===== config.mk =====
export PLATFORM = sky130hd
export DESIGN_NAME = jam_cost_server_flat
export DESIGN_NICKNAME = d
export VERILOG_FILES = /design/src/rtl/jam_cost_server_if.sv /design/src/rtl/jam_cost_server.sv /design/src/flat_wrapper.sv
export SDC_FILE = /design/constraint.sdc
export NUM_CORES = 1
export LEC_CHECK = 0
export ABC_AREA = 1
export CAP_MARGIN = 20
export CORE_ASPECT_RATIO = 1.25
export CORE_MARGIN = 4
export CORE_UTILIZATION = 45
export DETAILED_ROUTE_END_ITERATION = 6
export GPL_ROUTABILITY_DRIVEN = 1
export GPL_TIMING_DRIVEN = 0
export SYNTH_ARGS = -nofsm -noshare
export SYNTH_HDL_FRONTEND = slang
export SYNTH_SLANG_ARGS = --single-unit

===== constraint.sdc =====
create_clock -name CLK -period 2.2 [get_ports CLK]
set_clock_uncertainty 0.05 [all_clocks]
set_input_delay 0.33 -clock CLK [delete_from_list [all_inputs] [get_ports CLK]]
set_output_delay 0.33 -clock CLK [all_outputs]
set_load 0.02 [all_outputs]

===== src/rtl/jam_cost_server_if.sv =====
// jam_cost_server_if: cost-lookup and result bus between the JAM engine and the cost server
interface jam_cost_server_if;
  logic [2:0] W;
  logic [2:0] J;
  logic [6:0] Cost;
  logic [3:0] MatchCount;
  logic [9:0] MinCost;
  logic       Valid;
  modport master (output W, J, MatchCount, MinCost, Valid, input Cost);
  modport slave  (input W, J, MatchCount, MinCost, Valid, output Cost);
endinterface


===== src/rtl/jam_cost_server.sv =====
// jam_cost_server: 8x8 cost ROM for the JAM engine plus a result self-check with timeout
module jam_cost_server #(
  parameter int TIMEOUT = 1000000,
  parameter int CW = 20
) (
  input  logic              CLK,
  input  logic              RST_N,
  input  logic              Load_en,
  input  logic [6:0]        Load_data,
  input  logic              Start,
  input  logic [9:0]        Exp_MinCost,
  input  logic [3:0]        Exp_MatchCount,
  jam_cost_server_if.slave  bus,
  output logic              Load_done,
  output logic              Busy,
  output logic              Done,
  output logic              Pass,
  output logic              Timeout,
  output logic [CW-1:0]     Cycles
);
  typedef enum logic [2:0] {IDLE, LOAD, READY, SERVE, DONE} state_t;
  state_t state, state_n;
  logic [6:0] mem [64];
  logic [5:0] addr, addr_n;
  logic [9:0] exp_min;
  logic [3:0] exp_cnt;
  logic we, cap, ld_n, busy_n, done_n, pass_n, to_n;
  logic [CW-1:0] cyc_n;
  assign bus.Cost = mem[{bus.W, bus.J}];
  // Matrix storage is never reset so a reset does not wipe a loaded table
  always_ff @(posedge CLK) begin
    if (we) mem[addr] <= Load_data;
    if (cap) begin
      exp_min <= Exp_MinCost;
      exp_cnt <= Exp_MatchCount;
    end
  end
  // State, load address and registered status outputs
  always_ff @(posedge CLK) begin
    if (!RST_N) begin
      state     <= IDLE;
      addr      <= '0;
      Load_done <= 1'b0;
      Busy      <= 1'b0;
      Done      <= 1'b0;
      Pass      <= 1'b0;
      Timeout   <= 1'b0;
      Cycles    <= '0;
    end else begin
      state     <= state_n;
      addr      <= addr_n;
      Load_done <= ld_n;
      Busy      <= busy_n;
      Done      <= done_n;
      Pass      <= pass_n;
      Timeout   <= to_n;
      Cycles    <= cyc_n;
    end
  end
  // Next-state and next-status logic; Load_en takes priority over Start
  always_comb begin
    state_n = state;
    addr_n  = addr;
    we      = 1'b0;
    cap     = 1'b0;
    ld_n    = Load_done;
    busy_n  = Busy;
    done_n  = Done;
    pass_n  = Pass;
    to_n    = Timeout;
    cyc_n   = Cycles;
    case (state)
      IDLE: if (Load_en) begin
        we      = 1'b1;
        addr_n  = 6'd1;
        state_n = LOAD;
      end
      LOAD: if (Load_en) begin
        we     = 1'b1;
        addr_n = addr + 6'd1;
        if (addr == 6'd63) begin
          ld_n    = 1'b1;
          state_n = READY;
        end
      end
      READY, DONE: if (Load_en) begin
        we      = 1'b1;
        addr_n  = 6'd1;
        ld_n    = 1'b0;
        done_n  = 1'b0;
        pass_n  = 1'b0;
        to_n    = 1'b0;
        state_n = LOAD;
      end else if (Start) begin
        cap     = 1'b1;
        cyc_n   = '0;
        busy_n  = 1'b1;
        done_n  = 1'b0;
        pass_n  = 1'b0;
        to_n    = 1'b0;
        state_n = SERVE;
      end
      SERVE: if (bus.Valid) begin
        pass_n  = (bus.MinCost == exp_min) && (bus.MatchCount == exp_cnt);
        done_n  = 1'b1;
        busy_n  = 1'b0;
        state_n = DONE;
      end else if (Cycles == CW'(TIMEOUT - 1)) begin
        cyc_n   = CW'(TIMEOUT);
        to_n    = 1'b1;
        pass_n  = 1'b0;
        done_n  = 1'b1;
        busy_n  = 1'b0;
        state_n = DONE;
      end else begin
        cyc_n = Cycles + CW'(1);
      end
      default: state_n = IDLE;
    endcase
  end
endmodule


===== src/flat_wrapper.sv =====
// flat-port wrapper written by rule: the top's interface ports become plain ports
module jam_cost_server_flat 
#(
  parameter int TIMEOUT = 1000000,
  parameter int CW = 20
)
  (CLK, RST_N, Load_en, Load_data, Start, Exp_MinCost, Exp_MatchCount, Load_done, Busy, Done, Pass, Timeout, Cycles, bus_W, bus_J, bus_MatchCount, bus_MinCost, bus_Valid, bus_Cost);
  jam_cost_server_if bus_i ();
  input  logic CLK;
  input  logic RST_N;
  input  logic Load_en;
  input  logic [6:0] Load_data;
  input  logic Start;
  input  logic [9:0] Exp_MinCost;
  input  logic [3:0] Exp_MatchCount;
  output logic Load_done;
  output logic Busy;
  output logic Done;
  output logic Pass;
  output logic Timeout;
  output logic [CW-1:0] Cycles;
  input wire logic [$bits(bus_i.W)-1:0] bus_W;
  input wire logic [$bits(bus_i.J)-1:0] bus_J;
  input wire logic [$bits(bus_i.MatchCount)-1:0] bus_MatchCount;
  input wire logic [$bits(bus_i.MinCost)-1:0] bus_MinCost;
  input wire logic [$bits(bus_i.Valid)-1:0] bus_Valid;
  output wire logic [$bits(bus_i.Cost)-1:0] bus_Cost;
  assign bus_i.W = bus_W;
  assign bus_i.J = bus_J;
  assign bus_i.MatchCount = bus_MatchCount;
  assign bus_i.MinCost = bus_MinCost;
  assign bus_i.Valid = bus_Valid;
  assign bus_Cost = bus_i.Cost;
  jam_cost_server #(.TIMEOUT(TIMEOUT), .CW(CW)) u_core (.CLK(CLK), .RST_N(RST_N), .Load_en(Load_en), .Load_data(Load_data), .Start(Start), .Exp_MinCost(Exp_MinCost), .Exp_MatchCount(Exp_MatchCount), .bus(bus_i), .Load_done(Load_done), .Busy(Busy), .Done(Done), .Pass(Pass), .Timeout(Timeout), .Cycles(Cycles));
endmodule

* After elaboration in Yosys (flattened, before gate mapping)
Memory sizes are Yosys's and may differ from the RTL's. Index checks and enable logic that the tools add are counted.
Word-level totals: bits in registers 48, bits in latches 0, bits in writable memories 448, memory bits (read-only) 0, input port bits 46, output and inout bits 32, logic and storage cells 88, memories kept 1
Operators by class: add/subtract/negate cells 2, multipliers 0, div/mod/pow operators 0, order comparisons 0, equality and inequality tests 19, shift-type cells 0, mux-type cells 41, bitwise operators 0, reduce and logical (&&, ||, !) cells 15
Memory list:
- u_core.mem | words 64, bits a word 7, read ports 1, clocked after Yosys merged registers in 0, write ports 1, line jam_cost_server.sv:23 | logic [6:0] mem [64];
Operators by type and width (count):
- 20-bit two-way mux | 4
- 20-bit one-hot mux with 2 select lines | 1
- 3-bit two-way mux | 7
- 20-bit by 1-bit adder with 20-bit output (second input constant) | 1
- 20-bit equality test (second input constant) | 1
- 1-bit two-way mux | 20
- 4-bit AND reduction | 4
- 6-bit two-way mux | 2
- 2-bit inequality test (second input constant) | 6
- 3-bit one-hot mux with 4 select lines | 1
- 6-bit one-hot mux with 2 select lines | 1
- 10-bit equality test | 1
- 1-bit one-hot mux with 2 select lines | 5
- 6-bit by 1-bit adder with 6-bit output (second input constant) | 1
- 3-bit by 2-bit equality test with 1-bit output (second input constant) | 2
- 6-bit equality test (second input constant) | 1
- 2-bit by 1-bit inequality test with 1-bit output (second input constant) | 3
- 3-bit AND reduction | 2
- 2-bit nonzero test | 3
- 5-bit AND reduction | 1
- 4-bit equality test | 1
- 4-bit OR reduction | 1
- 3-bit by 1-bit equality test with 1-bit output (second input constant) | 1
- 3-bit equality test (second input constant) | 1
- 6 further kinds | 6

* Logic depth before layout (Yosys ltp)
depth after elaboration 5, depth in mapped cells 12, gate-level depth less buffers 11

* Worst setup path before layout
No wires, ideal clock.
path kind flip-flop to flip-flop, start point register u_core.state[2], end point memory u_core.mem[43][0], enable pin, setup time 0.360 ns, arrival time 1.529 ns, required time 1.790 ns, slack 0.261 ns, cell stages (with the launch flop) 8, path buffers 0, period minus slack after synthesis 1.939 ns, path through dfxtp_1 -> nor2_1 -> inv_2 -> a21oi_4 -> nand2_1 -> nor2_1 -> inv_2 -> nor2_1
On the way: cells in the longest elaborated chain, start to end 5, elaborated cells between the ends (all ways) 8, those cells by class eq/ne: 3; mux: 3; reduce/logical: 2
Ends and longest elaborated chain:
- from (decl) | line jam_cost_server.sv:22 | state_t state, state_n;
- from (signal assigned) | line jam_cost_server.sv:50 | state <= state_n;
- 3-bit by 1-bit equality test with 1-bit output, or another cell as far along | line jam_cost_server.sv:72 | case (state)
- 4-bit OR reduction (no source line) (*)
- 1-bit two-way mux (*)
- 1-bit two-way mux (*) | line jam_cost_server.sv:32 | if (we) mem[addr] <= Load_data;
- 1-bit two-way mux (implied by the code) (*) | line jam_cost_server.sv:32
- to (decl) | line jam_cost_server.sv:23
Every way passes the cells marked *; elsewhere a longest branch is shown, timed or not.

* Worst setup path in the final report
start point memory u_core.mem[45][4], end point output port bus_Cost[4]
On the way: cells in the longest elaborated chain, start to end 1
Ends and longest elaborated chain:
- memory 64 x 7 bit
- to (decl) | line flat_wrapper.sv:27 | output wire logic [$bits(bus_i.Cost)-1:0] bus_Cost;
Every way passes these cells.

==> reports/summary.txt <==
DR vias/cell - 5.61
main combinational cell family by area after synthesis - simple AND/OR/NAND/NOR gates
failing checks - negative setup slack
clk sinks - 496
Post-synth EDFFs - 462
Critical Path Source Type - flop
share of post-route cells with drive strength above 1 - 19.4%
pwr dens - 800 nW/um^2
Post-Synth Adder-Cell Area - 0.120%
top-count cell post-synth - nand2_1
Syn Nets - 1,990
die height - 249 um
WS Path Type - reg -> out
multiplexer area fraction after synthesis - 0%
fillers - 3,864
main flop type after synthesis - edfxtp_1
Synth cell types - 32
Slowest cell on crit path - edfxtp_1
Synth top area share - 66.6%
RSZ-0062 raised after global routing - yes
CTS tree - done
first-pass GRT wire length - 90,600 um
R2R depth - 4
CTS root buf - clkbuf_16
crit path time final - 2.25 ns
Hold Crit Start - Load_data[1]
final hold vios - 0
most frequent CP cell - nand2_1
met1 usage - 30.9%
Core Box Area - 45,500 um^2
Crit Path Max Fanout - 1
Syn Area/Cell - 10.7 um^2
Remaining Overflow, GRT - 0
routed vias - 15.2k
Detailed Route Iter0 Violations - 1,275
hold path depth - 1
clk_lat worst skew - 0.58 ns
DRC viols - 0
buffers added on ports - 73
Post-layout nets - 2,139
flop2flop setup slack - 0.09 ns
largest net degree at the start of global routing - 65
Placer Congestion - 0.893
clk buf depth - 3
endpoint class of the critical path - primary output
Post-CTS Hold Buffers - 0
Chip Width - 200 um
final WL - 60,600 um
Simple-Gate Fraction of Synth Area - 25.0%
final core occ - 56.1%
hold worst-path end - u_core.mem[21][1]
vias in the first global route - 14.8k
top post-synthesis cells by count - 671 x nand2_1, 462 x edfxtp_1, 406 x nand3_1
Clock transition at path regs - 0.06 ns
worst slew pin tran - 0.865 ns
final worst-path cycle share - 102%
status - finished, violations left
fin. max-slew vios - 0
maximum vdd drop - 0.580 mV
Post-Syn Area - 20,800 um^2
diode count - 0
Yosys reg bits - 496
GRT busiest layer - met2
Ys Warns - 0
LEAKAGE - 9.21 nW
Sum Neg Setup Slack - -0.146 ns
Reg-to-Reg Start - u_core.addr[3]
worst hold path type - in -> reg
Arr. time, crit path - 1.87 ns
Synth Area in Compound Gates - 1.42%
post-DP HPWL - 41,200 um
fmax - 0.444 GHz
area of the multi-input gates - 6550 um^2
Post-DRT Antenna Nets - 0
GRT met2 Usage - 39.7%
initial antenna violation count - 0
number of H-tree levels - 2
Post-synth ARST share - 0%
register area share after synthesis - 69.9%
Site Rows - 87
Slew HR - 42.3%
Synth area leaders - edfxtp_1 67%, nand2_1 12%, nand3_1 9.8%, dfxtp_1 3.3%, nor2_1 1.9%
drt wl/cell - 22.4 um
max-cap viol count - 0
Initial DRT Pass Iterations - 6
setup ws final - -0.0547 ns
Initial Utilization - 45.8%
final setup violation count - 5
Worst Path Required - 1.82 ns
area of the die - 49,800 um^2
Reg area - 14,600 um^2
io pins - 78
Synth area leader - edfxtp_1
grt met3 use - 3.77%
RR Endpoint - u_core.mem[24][3]
crit path cell chain - nand2_1 > nand3_1 > nand3_1 > nand2_1 > nand2_1 > nand3_2 > nand3_2 > nand2_2 > buf_4
Post-Synth XOR/XNOR Area - 0.505%
CP peak stage delay - 0.36 ns
area delta synth->final - 22.5%
Total Routing Usage GR - 23.7%
CTS buffer count - 50
Mapped Cells - 1,942
## power by group
group          leakage (nW)  internal [mW]  switching [mW]
Clock                 0.783           4.79            3.57
Combinational          4.00          0.558            1.14
Sequential             4.43           10.3          0.0206
Total                  9.21           15.7            4.73
## layout by cell type (no fill, tap or decap), types with 9 or more instances in the layout
cell type / synthesis / layout
o21ai_0: 11 / 11
nor2_4: 1 / 37
clkbuf_2: 0 / 20
nand3_2: 1 / 99
dfxtp_1: 34 / 34
clkinv_2: 0 / 10
a21oi_1: 31 / 31
buf_4: 2 / 46
nor2_1: 104 / 41
nand2_1: 671 / 644
buf_2: 42 / 16
clkbuf_1: 39 / 17
xnor2_1: 9 / 9
clkbuf_16: 0 / 52
edfxtp_1: 462 / 462
buf_12: 0 / 13
nand3_1: 406 / 307
nor2_2: 3 / 30
nand2_2: 0 / 25
buf_6: 0 / 18
clkinv_1: 0 / 9
clkbuf_8: 0 / 10
nand4_1: 25 / 25
clkdlybuf4s50_1: 0 / 56
inv_1: 43 / 42
## worst max-delay path, delay by kind of cell (launching register included)
kind          cells  cell delay [ns]
flops             1             0.36
simple gates      8             0.78
buf+inv           1             0.16
## worst max path at each step
stage	from	endpoint	slack, ns	depth (start not counted)
5_1_grt	u_core.mem[35][4]	bus_Cost[4]	-0.12	9
3_3_place_gp	bus_J[2]	bus_Cost[4]	-1.65	11
6_report	u_core.mem[45][4]	bus_Cost[4]	-0.05	9
3_5_place_dp	bus_J[2]	bus_Cost[4]	-1.67	11
2_1_floorplan	u_core.state[2]	u_core.mem[43][0]	0.26	7
4_1_cts	u_core.mem[28][4]	bus_Cost[4]	-0.08	9
## logic make-up after synthesis
family	after synthesis
AO/OA/AOI/OAI	54
XOR/XNOR	12
adder cells (fa/ha/maj)	2
buffers and inverters	156
flip-flops	496
AND/OR/NAND/NOR	1222
## cell type report
cell class                 instances  area share, %
buffer                           104           3.54
sequential                       496           57.0
timing repair buffer              97           3.92
inverter                          52          0.804
clock buffer                      63           5.26
multi-input combinational       1290           25.6
clock inverter                    27          0.976
tap                              578           2.83
## per-layer routing
metal | wire [um] | up-vias | part of all wire (%)
met5 | 0 | - | 0
met4 | 2490 | 0 | 4.1
met3 | 4330 | 115 | 7.1
met2 | 29600 | 631 | 49
met1 | 24200 | 7384 | 40
li1 | - | 7061 | -
## flip-flops by register name, indices dropped and copies added (netlist names)
| register | flops |
|---|---|
| u_core.exp_min | 10 |
| u_core.Load_done | 1 |
| u_core.Done | 1 |
| u_core.Busy | 1 |
| u_core.Timeout | 1 |
| u_core.exp_cnt | 4 |
| u_core.addr | 6 |
| u_core.Cycles | 20 |
| u_core.mem | 448 |
| u_core.Pass | 1 |
| u_core.state | 3 |
## metrics by stage
stage | hold slack [ns] | std cells | power [mW] | instance area, um^2 | setup slack (ns)
after floorplan | 0.379 | 1942 | 11.3 | 20800 | 0.261
after global placement | 0.402 | 2593 | 12.0 | 22300 | -1.65
after detailed placement | 0.404 | 2600 | 12.0 | 22400 | -1.67
after CTS | 0.114 | 2706 | 20.5 | 25100 | -0.0831
after global routing | 0.122 | 2707 | 21.0 | 25500 | -0.119
final | 0.124 | 2707 | 20.4 | 25500 | -0.0547
## timing repair
action,CTS,global route
hold endpoints to repair,0,0
gates cloned,0,0
resized for setup,355,93
buffers inserted,16,1
setup endpoints to repair,456,281
pin swaps,38,16
Note: power is estimated with default switching activity, not from simulation.
